### config.mk
export PLATFORM = sky130hd
export DESIGN_NAME = seg_capture
export DESIGN_NICKNAME = d
export VERILOG_FILES = /design/src/rtl/seg_capture.sv
export SDC_FILE = /design/constraint.sdc
export NUM_CORES = 1
export LEC_CHECK = 0
export ABC_AREA = 1
export CORE_MARGIN = 5
export CORE_UTILIZATION = 59
export CTS_BUF_LIST = sky130_fd_sc_hd__clkbuf_8
export CTS_CLUSTER_DIAMETER = 200
export CTS_CLUSTER_SIZE = 40
export DETAILED_ROUTE_END_ITERATION = 8
export GPL_TIMING_DRIVEN = 0
export PLACE_DENSITY_LB_ADDON = 0.12
export SYNTH_ARGS = -nofsm -noshare
export SYNTH_HDL_FRONTEND = slang
export SYNTH_SLANG_ARGS = --single-unit
export TNS_END_PERCENT = 50
### constraint.sdc
create_clock -name clk -period 1.9 [get_ports clk]
set_clock_uncertainty 0.2 [all_clocks]
set_input_delay 0.38 -clock clk [delete_from_list [all_inputs] [get_ports clk]]
set_output_delay 0.38 -clock clk [all_outputs]
set_load 0.005 [all_outputs]
### src/rtl/seg_capture.sv
// Purpose: captures a multiplexed 7-segment display (optional macro SEG_CAPTURE_BLANK_EN decodes all-off as 4'hA).
// Latency: 2 + STABLE_CYCLES clocks from stable inputs to shadow capture, plus one clock to frame_valid/bcd_out.
// Backpressure: none; free-running sampler, frame_valid is a one-clock pulse and bcd_out holds between pulses.
module seg_capture #(
  parameter int NUM_DIGITS    = 4,
  parameter int STABLE_CYCLES = 8   // expected >= 2
) (
  input  logic                    clk,
  input  logic                    rst_n,
  input  logic [6:0]              seg_n,
  input  logic [NUM_DIGITS-1:0]   dig_sel_n,
  input  logic                    err_clr,
  output logic [4*NUM_DIGITS-1:0] bcd_out,
  output logic                    frame_valid,
  output logic                    digit_err
);

  localparam int CW = $clog2(STABLE_CYCLES + 1);

  typedef enum logic [1:0] {IDLE, SETTLE, HOLD} state_t;

  // synchronisers plus one extra stage used only for change detection
  logic [6:0]            r_seg_s1, r_seg_s2, r_seg_prev;
  logic [NUM_DIGITS-1:0] r_dig_s1, r_dig_s2, r_dig_prev;

  state_t                r_state, w_state_nxt;
  logic [CW-1:0]         r_cnt, w_cnt_nxt;
  logic                  w_capture;

  logic [NUM_DIGITS-1:0]   w_sel_lo;
  logic                    w_sel_valid;
  logic                    w_changed;
  logic [3:0]              w_code;
  logic                    w_bad;
  logic                    w_full;

  logic [4*NUM_DIGITS-1:0] r_shadow;
  logic [4*NUM_DIGITS-1:0] r_bcd;
  logic [NUM_DIGITS-1:0]   r_seen;
  logic                    r_fv;
  logic                    r_err;

  // w_sel_lo is one-hot on the selected digit when the select is valid
  assign w_sel_lo    = ~r_dig_s2;
  assign w_sel_valid = (w_sel_lo != '0) && ((w_sel_lo & (w_sel_lo - NUM_DIGITS'(1))) == '0);
  assign w_changed   = (r_seg_s2 != r_seg_prev) || (r_dig_s2 != r_dig_prev);
  assign w_full      = &r_seen;

  assign bcd_out     = r_bcd;
  assign frame_valid = r_fv;
  assign digit_err   = r_err;

  // two-flop synchronisers; the prev stage holds last clock's synchronised value
  always_ff @(posedge clk or negedge rst_n) begin
    if (!rst_n) begin
      r_seg_s1   <= '1;
      r_seg_s2   <= '1;
      r_seg_prev <= '1;
      r_dig_s1   <= '1;
      r_dig_s2   <= '1;
      r_dig_prev <= '1;
    end else begin
      r_seg_s1   <= seg_n;
      r_seg_s2   <= r_seg_s1;
      r_seg_prev <= r_seg_s2;
      r_dig_s1   <= dig_sel_n;
      r_dig_s2   <= r_dig_s1;
      r_dig_prev <= r_dig_s2;
    end
  end

  // state and stability counter registers
  always_ff @(posedge clk or negedge rst_n) begin
    if (!rst_n) begin
      r_state <= IDLE;
      r_cnt   <= '0;
    end else begin
      r_state <= w_state_nxt;
      r_cnt   <= w_cnt_nxt;
    end
  end

  // next-state: an invalid select always wins; capture fires as the counter reaches STABLE_CYCLES
  always_comb begin
    w_state_nxt = r_state;
    w_cnt_nxt   = r_cnt;
    w_capture   = 1'b0;
    if (!w_sel_valid) begin
      w_state_nxt = IDLE;
      w_cnt_nxt   = '0;
    end else begin
      case (r_state)
        IDLE: begin
          w_state_nxt = SETTLE;
          w_cnt_nxt   = CW'(1);
        end
        SETTLE: begin
          if (w_changed) begin
            w_cnt_nxt = CW'(1);
          end else if (r_cnt >= CW'(STABLE_CYCLES - 1)) begin
            w_capture   = 1'b1;
            w_cnt_nxt   = CW'(STABLE_CYCLES);
            w_state_nxt = HOLD;
          end else begin
            w_cnt_nxt = r_cnt + CW'(1);
          end
        end
        HOLD: begin
          if (w_changed) begin
            w_state_nxt = SETTLE;
            w_cnt_nxt   = CW'(1);
          end
        end
        default: begin
          w_state_nxt = IDLE;
          w_cnt_nxt   = '0;
        end
      endcase
    end
  end

  // segment pattern decode (GFEDCBA, active low)
  always_comb begin
    w_code = 4'hF;
    w_bad  = 1'b1;
    case (r_seg_s2)
      7'b1000000: begin w_code = 4'd0; w_bad = 1'b0; end
      7'b1111001: begin w_code = 4'd1; w_bad = 1'b0; end
      7'b0100100: begin w_code = 4'd2; w_bad = 1'b0; end
      7'b0110000: begin w_code = 4'd3; w_bad = 1'b0; end
      7'b0011001: begin w_code = 4'd4; w_bad = 1'b0; end
      7'b0010010: begin w_code = 4'd5; w_bad = 1'b0; end
      7'b0000010: begin w_code = 4'd6; w_bad = 1'b0; end
      7'b1111000: begin w_code = 4'd7; w_bad = 1'b0; end
      7'b0000000: begin w_code = 4'd8; w_bad = 1'b0; end
      7'b0011000: begin w_code = 4'd9; w_bad = 1'b0; end
`ifdef SEG_CAPTURE_BLANK_EN
      7'b1111111: begin w_code = 4'hA; w_bad = 1'b0; end
`endif
      default: begin w_code = 4'hF; w_bad = 1'b1; end
    endcase
  end

  // shadow capture, seen mask, and whole-frame publish one clock after the mask fills
  always_ff @(posedge clk or negedge rst_n) begin
    if (!rst_n) begin
      r_shadow <= '0;
      r_seen   <= '0;
      r_bcd    <= '0;
      r_fv     <= 1'b0;
    end else begin
      r_fv <= w_full;
      if (w_full) begin
        r_bcd <= r_shadow;
      end
      r_seen <= (w_full ? '0 : r_seen) | (w_capture ? w_sel_lo : '0);
      for (int i = 0; i < NUM_DIGITS; i++) begin
        if (w_capture && w_sel_lo[i]) begin
          r_shadow[4*i +: 4] <= w_code;
        end
      end
    end
  end

  // sticky error flag; a new error outranks a simultaneous clear
  always_ff @(posedge clk or negedge rst_n) begin
    if (!rst_n) begin
      r_err <= 1'b0;
    end else if (w_capture && w_bad) begin
      r_err <= 1'b1;
    end else if (err_clr) begin
      r_err <= 1'b0;
    end
  end

endmodule

=== After elaboration in Yosys (flattened, before gate mapping) ===
Index checks and enable logic that the tools add are counted.

* Input bits: 14
* Output and inout port bits: 18
* Flip-flop bits (word level): 77

* Reductions and logical operators: 15
* Equal/unequal tests: 16
* Multiplexer cells: 20
* Bitwise logic cells: 3
* Magnitude comparators: 1
* Add/sub/neg operators: 2

{| class="wikitable"
|+ Operators by type and width
! operator !! count
|-
| 4-bit case mux with 10 select lines || 1
|-
| 4-bit two-way mux || 6
|-
| 7-bit by 5-bit == test with 1-bit output (second input constant) || 3
|-
| 7-bit == test (second input constant) || 3
|-
| 7-bit by 6-bit == test with 1-bit output (second input constant) || 2
|-
| 4-bit case mux with 3 select lines || 1
|-
| 10-bit OR reduction || 1
|-
| 3-bit inequality test (second input constant) || 3
|-
| 2-bit two-way mux || 4
|-
| 7-bit by 2-bit == test with 1-bit output (second input constant) || 1
|-
| 7-bit zero test || 1
|-
| 1-bit two-way mux || 7
|-
| 7-bit inequality test || 1
|-
| 1-bit logical AND || 6
|-
| 2-bit case mux with 3 select lines || 1
|-
| 4-bit by 1-bit adder with 4-bit output (second input constant) || 1
|-
| 4-bit bitwise AND || 1
|-
| 4-bit by 3-bit greater-or-equal comparator with 1-bit output (second input constant) || 1
|-
| 4-bit zero test || 1
|-
| 4-bit inequality test || 1
|-
| 4-bit NOT || 1
|-
| 4-bit OR || 1
|-
| 4-bit AND reduction || 1
|-
| 4-bit nonzero test || 1
|-
| other kinds (7) || 7
|}

=== Longest topological paths before layout ===
Gate-level depths: netlist of the first run.

* Word-level depth: 8
* Mapped depth: 11
* Mapped depth without buffers: 11

=== Worst setup path before layout of the first run ===
Ideal clock, no wire load.

* Path kind: register to register
* Start: register r_seg_s2[6]
* End: register r_shadow[1]
* Setup slack: 0.112 ns
* Cell stages (with the launch flop): 10
* Period minus slack after synthesis: 1.788 ns
* Path buffers: 2
* Data required time: 1.635 ns
* Arrival time: 1.523 ns
* Cells stage by stage: dfstp_2 > buf_2 > xnor2_1 > nand2_1 > nor2_2 > nand3_4 > nor2_8 > buf_8 > nand3_1 > nand2_1

* Longest elaborated chain between the ends: 6
* Elaborated cells between the ends (all ways): 17

{| class="wikitable"
|+ RTL lines
! item !! RTL line !! text
|-
| from (decl) || 23 || <nowiki>logic [6:0] r_seg_s1, r_seg_s2, r_seg_prev;</nowiki>
|-
| from (signal assigned) || 64 || <nowiki>r_seg_s2 <= r_seg_s1;</nowiki>
|-
| 7-bit inequality test || 46 || <nowiki>assign w_changed = (r_seg_s2 != r_seg_prev) || (r_dig_s2 != r_dig_prev);</nowiki>
|-
| 1-bit logical OR || 46 ||
|-
| 1-bit two-way mux || 98 || <nowiki>if (w_changed) begin</nowiki>
|-
| 1-bit two-way mux || 92 || <nowiki>case (r_state)</nowiki>
|-
| 1-bit two-way mux || 88 || <nowiki>if (!w_sel_valid) begin</nowiki>
|-
| 1-bit logical AND || 158 || <nowiki>if (w_capture && w_sel_lo[i]) begin</nowiki>
|-
| to (signal, indexed assignment) || 159 || <nowiki>r_shadow[4*i +: 4] <= w_code;</nowiki>
|-
| to (decl) || 37 || <nowiki>logic [4*NUM_DIGITS-1:0] r_shadow;</nowiki>
|}

Parallel ways exist; a longest one is shown, timed or not.
A chain may end at the register's enable or synchronous reset.

=== Worst setup path in the final report of the first run ===
* Start: register r_seg_s2[6]
* End: register r_shadow[7]

The elaborated chain is that of the path after synthesis.

==> run_results.csv, run 1 <==
group,metric,value,unit
grt,grt_max_degree,78,
route,drc,0,
pwr,peakVddDrop,0.758,mV
setup_path,crit_type,"register to register",
grt,grt_usage,18.3,%
cts,root_buffer,"clkbuf_8",
sta,slew_headroom,39.1,%
sta,tns,-0.156,ns
cts,cts_made_buffers,9,
logic_synthesis,synth_top_area_share,33.7,%
logic_synthesis,yosys_warnings,0,
final_layout,ff_latch_area,1970,um2
pwr,power,3.38,mW
route,topRoutingLayerUsed,"met4",
sta,finalHoldViolations,0,
logic_synthesis,synth-main-ff-cell,"dfrtp_1",
setup_path,critPathRequiredTime,1.94,ns
route,met2_length,3200,um
cts,htreeDepth,3,
logic_synthesis,ys_seq_area_share,60.3,%
logic_synthesis,synthArstFlopShare,100,%
placed_design,placed_cells,432,
cts,clkTransAtPathRegs,0.09,ns
route,drtPass1Iterations,4,
sta,drv_slew,0,
final_layout,fin_cells,468,
grt,grt_pass1_vias,2235,
logic_synthesis,synth.distinct_cells,28,
flow_run,maxCapViolCount,0,
sta,rsz0062_at_grt,"yes",
sta,fmax,515,MHz
floorplan,rows,27,
sta,min_period,1.94,ns
cts,clk-insertion-delay-late,0.35,ns
cts,clk_path_buf_depth,2,
worst_hold_path,hp-class,"register to register",
floorplan,dieArea,7120,um2
setup_path,cp_common_cell,"nand2_1",
logic_synthesis,syn-cell-area,3270,um2
setup_path,cpPeakStageDelay,0.55,ns
setup_path,critPathBufInv,3,
logic_synthesis,syn_avg_cell_area,9.93,um2
route,drt-wirelength-per-cell,13.6,um
final_layout,drive_above_1_share,33.8,%
cts,cts_num_sinks,77,
placed_design,place.gp.congestion,0.866,
grt,grt_first_pass_wirelength,10300,um
pwr,p_per_area,806,nW/um2
route,ant_nets,0,
final_layout,multi_input_area,1250,um2
setup_path,cp.arrival,1.98,ns
final_layout,n_antenna_cell,0,
logic_synthesis,synth_top_area_cell,"dfrtp_1",
sta,finalSetupViolations,9,
logic_synthesis,syn_inst,329,
final_layout,layout.nets,406,
placed_design,port_buffers,31,
grt,antenna_found_initial,0,
setup_path,critical_path.endpoint_type,"register",
floorplan,die_h,84.4,um
logic_synthesis,synth_edf_count,0,
setup_path,critPathLaunchType,"register",
floorplan,die_x,84.4,um
sta,layout_setup_ws,-0.0415,ns
pwr,p_leak,2.08,nW
route,drtIter0Drc,102,
floorplan,initial_core_util,60.0,%
final_layout,n_fill_cell,364,
logic_synthesis,synth_area_leaders,"dfrtp_1, dfstp_2, nand2_1",
grt,grt.overflow.total,0,
setup_path,slowest_stage,"dfstp_2",
floorplan,pin_count,32,
route,wl_met3,255,um
outcome,violations,"setup timing",
placed_design,hpwl,4050,um
sta,final.period_utilization,102,%
logic_synthesis,syn_nets,344,
setup_path,critical-path-top-delay-family,"simple AND/OR/NAND/NOR gates",
logic_synthesis,ys_ff_latch,77,
route,via_per_inst,5.04,
outcome,status,"finished, violations left",
setup_path,path_cells,"buf_6 > xnor2_2 > nand2_1 > inv_1 > nand2_2 > nor2_4 > nand4_1 > buf_4 > nand2_1 > nand2_1",
route,wl,6350,um
cts,cts_tree,"built",
floorplan,core,5440,um2
route,wl_met1,2770,um
route,vias,2357,
setup_path,crit_path_max_fanout,5,
sta,tightest_slew,0.914,ns
final_layout,area_growth,28.3,%
## cell usage in the layout, fill, tap and decap left out, drive strengths merged, types with 5 or more instances in the layout
cell | Yosys | final
dfstp | 33 | 33
inv | 33 | 36
clkbuf | 0 | 9
nor2 | 27 | 27
nand3 | 30 | 30
clkdlybuf4s50 | 0 | 30
nor3 | 5 | 5
buf | 4 | 24
nand2 | 111 | 111
xnor2 | 5 | 5
o21ai | 10 | 10
nand4 | 6 | 6
mux2 | 16 | 16
dfrtp | 44 | 44
## layer usage
| metal | vias to the layer above | global-route usage (%) |
|---|---|---|
| met5 | - | 0 |
| met4 | 0 | 8.63 |
| met3 | 12 | 3.73 |
| met2 | 39 | 30.7 |
| met1 | 1130 | 22.7 |
| li1 | 1176 | - |
## path summary, 6_finish.rpt
| kind | from | to | slack [ns] | cells past startpoint |
|---|---|---|---|---|
| min in group asynchronous | rst_n | bcd_out[4]$_DFFE_PN0P_ | 0.48 | 2 |
| max in group asynchronous | rst_n | r_state[1]$_DFFE_PN0P_ | 0.41 | 2 |
| worst max-delay path | r_seg_s2[6]$_DFF_PN1_ | r_shadow[7]$_DFFE_PN0P_ | -0.04 | 10 |
| worst min-delay path | r_dig_s1[3]$_DFF_PN1_ | r_dig_s2[3]$_DFF_PN1_ | 0.15 | 0 |
| worst min register to register | r_dig_s1[3]$_DFF_PN1_ | r_dig_s2[3]$_DFF_PN1_ | 0.15 | 0 |
| worst max register to register | r_seg_s2[6]$_DFF_PN1_ | r_shadow[7]$_DFFE_PN0P_ | -0.04 | 10 |
## report_power, final
group / internal [mW] / leakage (nW) / switching (mW)
sequential: 1.71 / 0.959 / 0.0347
clock: 0.757 / 0.115 / 0.629
combinational: 0.102 / 1.00 / 0.146
total: 2.57 / 2.08 / 0.810
## kinds of logic after synthesis
logic type	Yosys count	synth area share, %
buf+inv	37	4.71
simple gates	181	25.5
mux	16	5.52
flops	77	60.3
fa+ha+maj	1	0.383
xor+xnor	5	1.34
compound gates	12	2.30
## Yosys cell counts, types with 4 or more instances
library cell	number
nor2_2	4
nand2_1	107
xnor2_1	5
o21ai_0	6
nand3_1	27
inv_2	8
mux2_2	13
nand2_2	4
nor2_1	19
dfrtp_1	44
dfstp_2	33
inv_1	25
nand4_1	6
nor3_1	5
## sequential cells by signal, indices dropped and copies added, names as in the netlist
| signal | cells |
|---|---|
| bcd_out | 16 |
| r_shadow | 16 |
| r_seg_prev | 7 |
| r_seg_s1 | 7 |
| r_seg_s2 | 7 |
| r_cnt | 4 |
| r_dig_prev | 4 |
| r_dig_s1 | 4 |
| r_dig_s2 | 4 |
| r_seen | 4 |
| r_state | 2 |
| digit_err | 1 |
| frame_valid | 1 |
## area by class of cell
| class | count | share of cell area, % |
|---|---|---|
| multi-input combinational | 215 | 29.9 |
| clock inverter | 7 | 2.48 |
| tap | 72 | 2.15 |
| inverter | 33 | 3.08 |
| sequential | 77 | 47.0 |
| buffer | 4 | 0.866 |
| timing repair buffer | 51 | 11.6 |
| clock buffer | 9 | 2.96 |
## through the flow
stage               util [%]  cell area [um2]  hold slack [ns]  setup slack [ns]
floorplan                  -             3270           -0.116             0.112
global placement        67.4             3670            0.146             -2.18
detailed placement      67.4             3660            0.147            -0.167
CTS                     73.6             4000            0.154           -0.0342
global route            77.0             4190            0.159            -0.146
finish                  77.0             4190            0.152           -0.0415
## repair_timing
| action | in CTS | in global routing |
|---|---|---|
| endpoints found under the hold margin | 40 | 0 |
| hold buffers | 1 | 0 |
| buffers inserted | 7 | 12 |
| pin swaps | 13 | 19 |
| setup endpoints to repair | 22 | 41 |
| resized for setup | 12 | 19 |
No activity file was read; power rests on OpenSTA's default activity.
==> run 2: changes to the inputs <==
ABC_CLOCK_PERIOD_IN_PS = 1900   (was not set)
SETUP_SLACK_MARGIN = 0.15   (was not set)
==> run 2 against run 1 <==
  * The flow still finishes with violations (setup timing)
  * Final cell count is 0.64% higher
  * Global-route usage rose by 0.28 points
  * Fmax is 0.75% lower
  * Utilization increased by 0.87 points
  * Power down 5.8%
  * Register-to-register slack about the same
  * Sequential share of layout area down 0.53 points
  * Worst hold slack gained 0.0047 ns
  * Non-clock buffer count rose by 3
  * Count of clock-buffer cells in the layout unchanged
  * Sequential power about the same
  * Design area rose by 1.1%
  * Critical endpoint is now r_shadow[5]$_DFFE_PN0P_
  * Largest cell class unchanged
  * Largest power group unchanged
==> run_results.csv, run 2 (same netlist as run 1, synthesis figures left out) <==
group,metric,value,unit
route,met2_length,3260,um
setup_path,crit_path_max_fanout,5,
route,drc,0,
sta,fmax,511,MHz
route,drtIter0Drc,95,
placed_design,port_buffers,31,
route,wl,6480,um
placed_design,placed_cells,432,
cts,root_buffer,"clkbuf_8",
floorplan,pin_count,32,
grt,antenna_found_initial,0,
setup_path,cp.arrival,2.03,ns
cts,htreeDepth,3,
cts,clk-insertion-delay-late,0.35,ns
floorplan,initial_core_util,60.0,%
floorplan,core,5440,um2
cts,clk_path_buf_depth,2,
pwr,p_per_area,751,nW/um2
pwr,peakVddDrop,0.637,mV
grt,grt.overflow.total,0,
outcome,status,"finished, violations left",
final_layout,area_growth,29.7,%
sta,tns,-0.372,ns
grt,grt_usage,18.6,%
setup_path,r2r_slack,-0.06,ns
sta,slew_headroom,38.8,%
final_layout,final_area,4240,um2
sta,min_period,1.96,ns
route,wl_met1,2800,um
sta,finalSetupViolations,13,
flow_run,maxCapViolCount,0,
route,vias,2420,
floorplan,die_h,84.4,um
worst_hold_path,hp-class,"register to register",
grt,grt_pass1_vias,2317,
sta,layout_setup_ws,-0.0562,ns
outcome,violations,"setup timing",
route,topRoutingLayerUsed,"met4",
setup_path,slowest_stage,"dfstp_2",
pwr,power,3.18,mW
cts,cts_tree,"built",
pwr,p_leak,2.20,nW
sta,rsz0062_at_grt,"yes",
setup_path,cpPeakStageDelay,0.60,ns
cts,clkTransAtPathRegs,0.07,ns
sta,finalHoldViolations,0,
setup_path,critPathBufInv,2,
route,ant_nets,0,
sta,tightest_slew,0.917,ns
setup_path,critPathLaunchType,"register",
final_layout,mostFrequentLayoutCells,"nand2_1, dfrtp_1, dfstp_2",
final_layout,n_antenna_cell,0,
floorplan,rows,27,
final_layout,drive_above_1_share,37.1,%
sta,drv_slew,0,
route,drtPass1Iterations,4,
final_layout,layout.nets,409,
cts,cts_made_buffers,9,
setup_path,crit_type,"register to register",
route,wl_met3,296,um
setup_path,critical_path.endpoint_type,"register",
floorplan,dieArea,7120,um2
grt,grt_max_degree,78,
final_layout,postLayoutCoreUtil,77.9,%
placed_design,hpwl,4110,um
final_layout,fin_cells,471,
placed_design,place.gp.congestion,0.897,
setup_path,critPathRequiredTime,1.98,ns
route,via_per_inst,5.14,
cts,cts_num_sinks,77,
final_layout,final_common_cell,"nand2_1",
setup_path,path_cells,"xnor2_2 > nand2_1 > buf_4 > nor2_4 > nand3_4 > nor2_8 > buf_8 > nand3_1 > nand2_1",
placed_design,placed_cell_area,3670,um2
route,drt-wirelength-per-cell,13.8,um
grt,grt_first_pass_wirelength,10600,um
setup_path,critical-path-top-delay-family,"simple AND/OR/NAND/NOR gates",
setup_path,cp_common_cell,"nand2_1",
floorplan,die_x,84.4,um
sta,final.period_utilization,103,%
[run 2: worst paths after layout]
kind	cells after the start	startpoint	endpoint
max	9	r_seg_s2[3]$_DFF_PN1_	r_shadow[5]$_DFFE_PN0P_
min	0	r_seg_s1[5]$_DFF_PN1_	r_seg_s2[5]$_DFF_PN1_
max reg2reg	9	r_seg_s2[3]$_DFF_PN1_	r_shadow[5]$_DFFE_PN0P_
min reg2reg	0	r_seg_s1[5]$_DFF_PN1_	r_seg_s2[5]$_DFF_PN1_
max in group asynchronous	2	rst_n	r_shadow[14]$_DFFE_PN0P_
min in group asynchronous	2	rst_n	r_cnt[2]$_DFFE_PN0P_
[run 2: timing repair]
item	in CTS	in global routing
gates cloned	0	1
hold endpoints to repair	3	0
hold buffers	1	0
resized for setup	56	12
setup buffers	16	5
pin swaps	19	22
setup endpoints to repair	59	38
[run 2: where the power goes]
| part | switching, mW | internal [mW] | total, mW |
|---|---|---|---|
| Clock | 0.583 | 0.600 | 1.18 |
| Combinational | 0.151 | 0.105 | 0.256 |
| Sequential | 0.0359 | 1.71 | 1.74 |
| Total | 0.770 | 2.41 | 3.18 |
[run 2: area by class of cell]
type	instances	area (um2)
clock buffer	9	124
clock inverter	7	65.1
timing repair buffer	54	494
fill	344	1200
tap	72	90.1
sequential	77	1970
multi-input combinational	215	1330
buffer	4	41.3
inverter	33	129
[run 2: metrics by stage]
step / hold WS, ns / worst slack, ns
after floorplan: -0.116 / 0.153
after global placement: 0.146 / -2.19
after detailed placement: 0.147 / -0.116
after CTS: 0.158 / -0.0114
after global routing: 0.162 / -0.193
final: 0.157 / -0.0562
[run 2: per-layer routing]
layer	track usage, %	vias up
met1	23.8	1167
met5	0	-
li1	-	1184
met4	7.48	0
met3	4.22	12
met2	30.7	57
==> run 3: changes to the inputs <==
GPL_TIMING_DRIVEN = not set   (was 0)
PLACE_DENSITY = 0.91   (was not set)
PLACE_DENSITY_LB_ADDON = not set   (was 0.12)
SKIP_LAST_GASP = 1   (was not set)
==> run 3 against run 2 <==
  * The flow still finishes with violations (setup timing)
  * Design area is essentially flat
  * Global-route usage grew 2.7 points
  * Power up 6.2%
  * Worst hold slack got worse by 0.0043 ns
  * Non-clock buffer count rose by 1
  * Utilization barely moved
  * Clock power is 15% higher
  * First-iteration DRC count is 120% higher
  * Critical path type unchanged
  * Critical endpoint is now r_shadow[2]$_DFFE_PN0P_
  * Highest routed layer unchanged
==> run_results.csv, run 3 (same netlist as run 1, synthesis figures left out) <==
group,metric,value,unit
final_layout,drive_above_1_share,36.7,%
route,drc,0,
setup_path,critical_path.endpoint_type,"register",
sta,fmax,499,MHz
floorplan,initial_core_util,60.0,%
floorplan,die_h,84.4,um
placed_design,port_buffers,31,
setup_path,crit_type,"register to register",
sta,rsz0062_at_grt,"yes",
worst_hold_path,hp-class,"register to register",
floorplan,die_x,84.4,um
sta,min_period,2.00,ns
route,via_per_inst,5.37,
final_layout,layout.nets,411,
placed_design,place.gp.congestion,0.886,
setup_path,cp.arrival,2.05,ns
sta,slew_headroom,73.6,%
sta,final.period_utilization,105,%
grt,grt.overflow.total,0,
final_layout,n_fill_cell,319,
cts,cts_num_sinks,77,
setup_path,cp_common_cell,"nand2_1",
route,drtIter0Drc,213,
route,wl_met1,2830,um
route,vias,2542,
route,drtPass1Iterations,5,
route,met2_length,3730,um
placed_design,dp_slack,-0.0827,ns
final_layout,area_growth,29.8,%
cts,htreeDepth,3,
floorplan,dieArea,7120,um2
outcome,status,"finished, violations left",
cts,cts_made_buffers,9,
outcome,violations,"setup timing",
pwr,p_per_area,798,nW/um2
grt,grt_first_pass_wirelength,11700,um
final_layout,mostFrequentLayoutCells,"nand2_1, dfrtp_1, dfstp_2",
sta,finalSetupViolations,18,
placed_design,placed_cells,442,
sta,drv_slew,0,
setup_path,critPathLaunchType,"register",
placed_design,hpwl,4580,um
pwr,peakVddDrop,0.654,mV
setup_path,critPathRequiredTime,1.94,ns
setup_path,crit_path_start,"r_seg_s2[1]$_DFF_PN1_",
placed_design,placed_cell_area,3760,um2
setup_path,cpPeakStageDelay,0.59,ns
pwr,p_leak,2.09,nW
route,ant_nets,0,
route,wl_met3,379,um
grt,antenna_found_initial,0,
setup_path,path_cells,"nand2_1 > nand2_1 > nand2_1 > nor2_2 > nand2_2 > nor2_4 > nand4_1 > nand2_1 > nand2_1",
final_layout,final_common_cell,"nand2_1",
cts,root_buffer,"clkbuf_8",
sta,finalHoldViolations,0,
route,wl,7200,um
route,topRoutingLayerUsed,"met4",
floorplan,pin_count,32,
route,drt-wirelength-per-cell,15.2,um
grt,grt_usage,21.3,%
setup_path,r2r-start,"r_seg_s2[1]$_DFF_PN1_",
grt,grt_max_degree,78,
final_layout,n_antenna_cell,0,
sta,tightest_slew,0.393,ns
setup_path,crit_path_max_fanout,6,
cts,cts_tree,"built",
sta,layout_setup_ws,-0.104,ns
flow_run,maxCapViolCount,0,
final_layout,final_area,4240,um2
final_layout,fin_cells,473,
floorplan,rows,27,
setup_path,slowest_stage,"dfstp_2",
grt,grt_pass1_vias,2480,
worst_hold_path,min-delay-start,"r_dig_s1[3]$_DFF_PN1_",
cts,clk-insertion-delay-late,0.36,ns
floorplan,core,5440,um2
cts,clkTransAtPathRegs,0.08,ns
cts,clk_path_buf_depth,2,
==> run 3: cell type report <==
cell class | instances | area (um2) | area share [%]
inverter | 33 | 129 | 3.04
clock buffer | 9 | 124 | 2.92
clock inverter | 7 | 96.3 | 2.27
timing repair buffer | 59 | 534 | 12.6
multi-input combinational | 216 | 1300 | 30.6
tap | 72 | 90.1 | 2.13
sequential | 77 | 1970 | 46.4
==> run 3: final timing paths <==
kind | slack (ns) | cells past startpoint | end
max in group asynchronous | 0.76 | 3 | r_dig_s2[0]$_DFF_PN1_
hold / removal | 0.15 | 0 | r_dig_s2[3]$_DFF_PN1_
setup reg to reg | -0.10 | 9 | r_shadow[2]$_DFFE_PN0P_
min in group asynchronous | 0.38 | 3 | digit_err$_DFFE_PN0P_
hold reg to reg | 0.15 | 0 | r_dig_s2[3]$_DFF_PN1_
setup / recovery | -0.10 | 9 | r_shadow[2]$_DFFE_PN0P_
==> run 3: power breakdown <==
part / leakage [nW] / switching, mW / internal (mW)
logic: 1.02 / 0.160 / 0.112
registers: 0.959 / 0.0355 / 1.71
clock network: 0.114 / 0.619 / 0.746
==> run 3: layer usage <==
layer  GRT usage [%]  up-vias
li1                -     1182
met1            25.1     1236
met2            36.5       98
met3            4.71       26
met4            10.8        0
met5               0        -
==> run 3: what timing repair did <==
item	CTS	global route
hold endpoints to repair	44	0
cloned	1	0
resized for setup	17	19
hold buffers	1	0
endpoints found under the setup margin	45	45
setup buffers	9	4
pin swaps	25	17
==> run 3: worst max-delay path: cells and delay by family (launching register included) <==
kind,cells,cell delay [ns]
AND/OR/NAND/NOR,9,1.11
flip-flops,1,0.59
==> run 3: through the flow <==
step	util, %	TNS (ns)	power [mW]	hold slack, ns
after global routing	77.9	-3.45	3.51	0.159
after CTS	76.3	0	3.38	0.158
final	77.9	-0.946	3.38	0.153
after global placement	69.1	0	1.98	0.146
after detailed placement	69.1	-0.301	1.99	0.147
after floorplan	-	0	1.88	-0.116
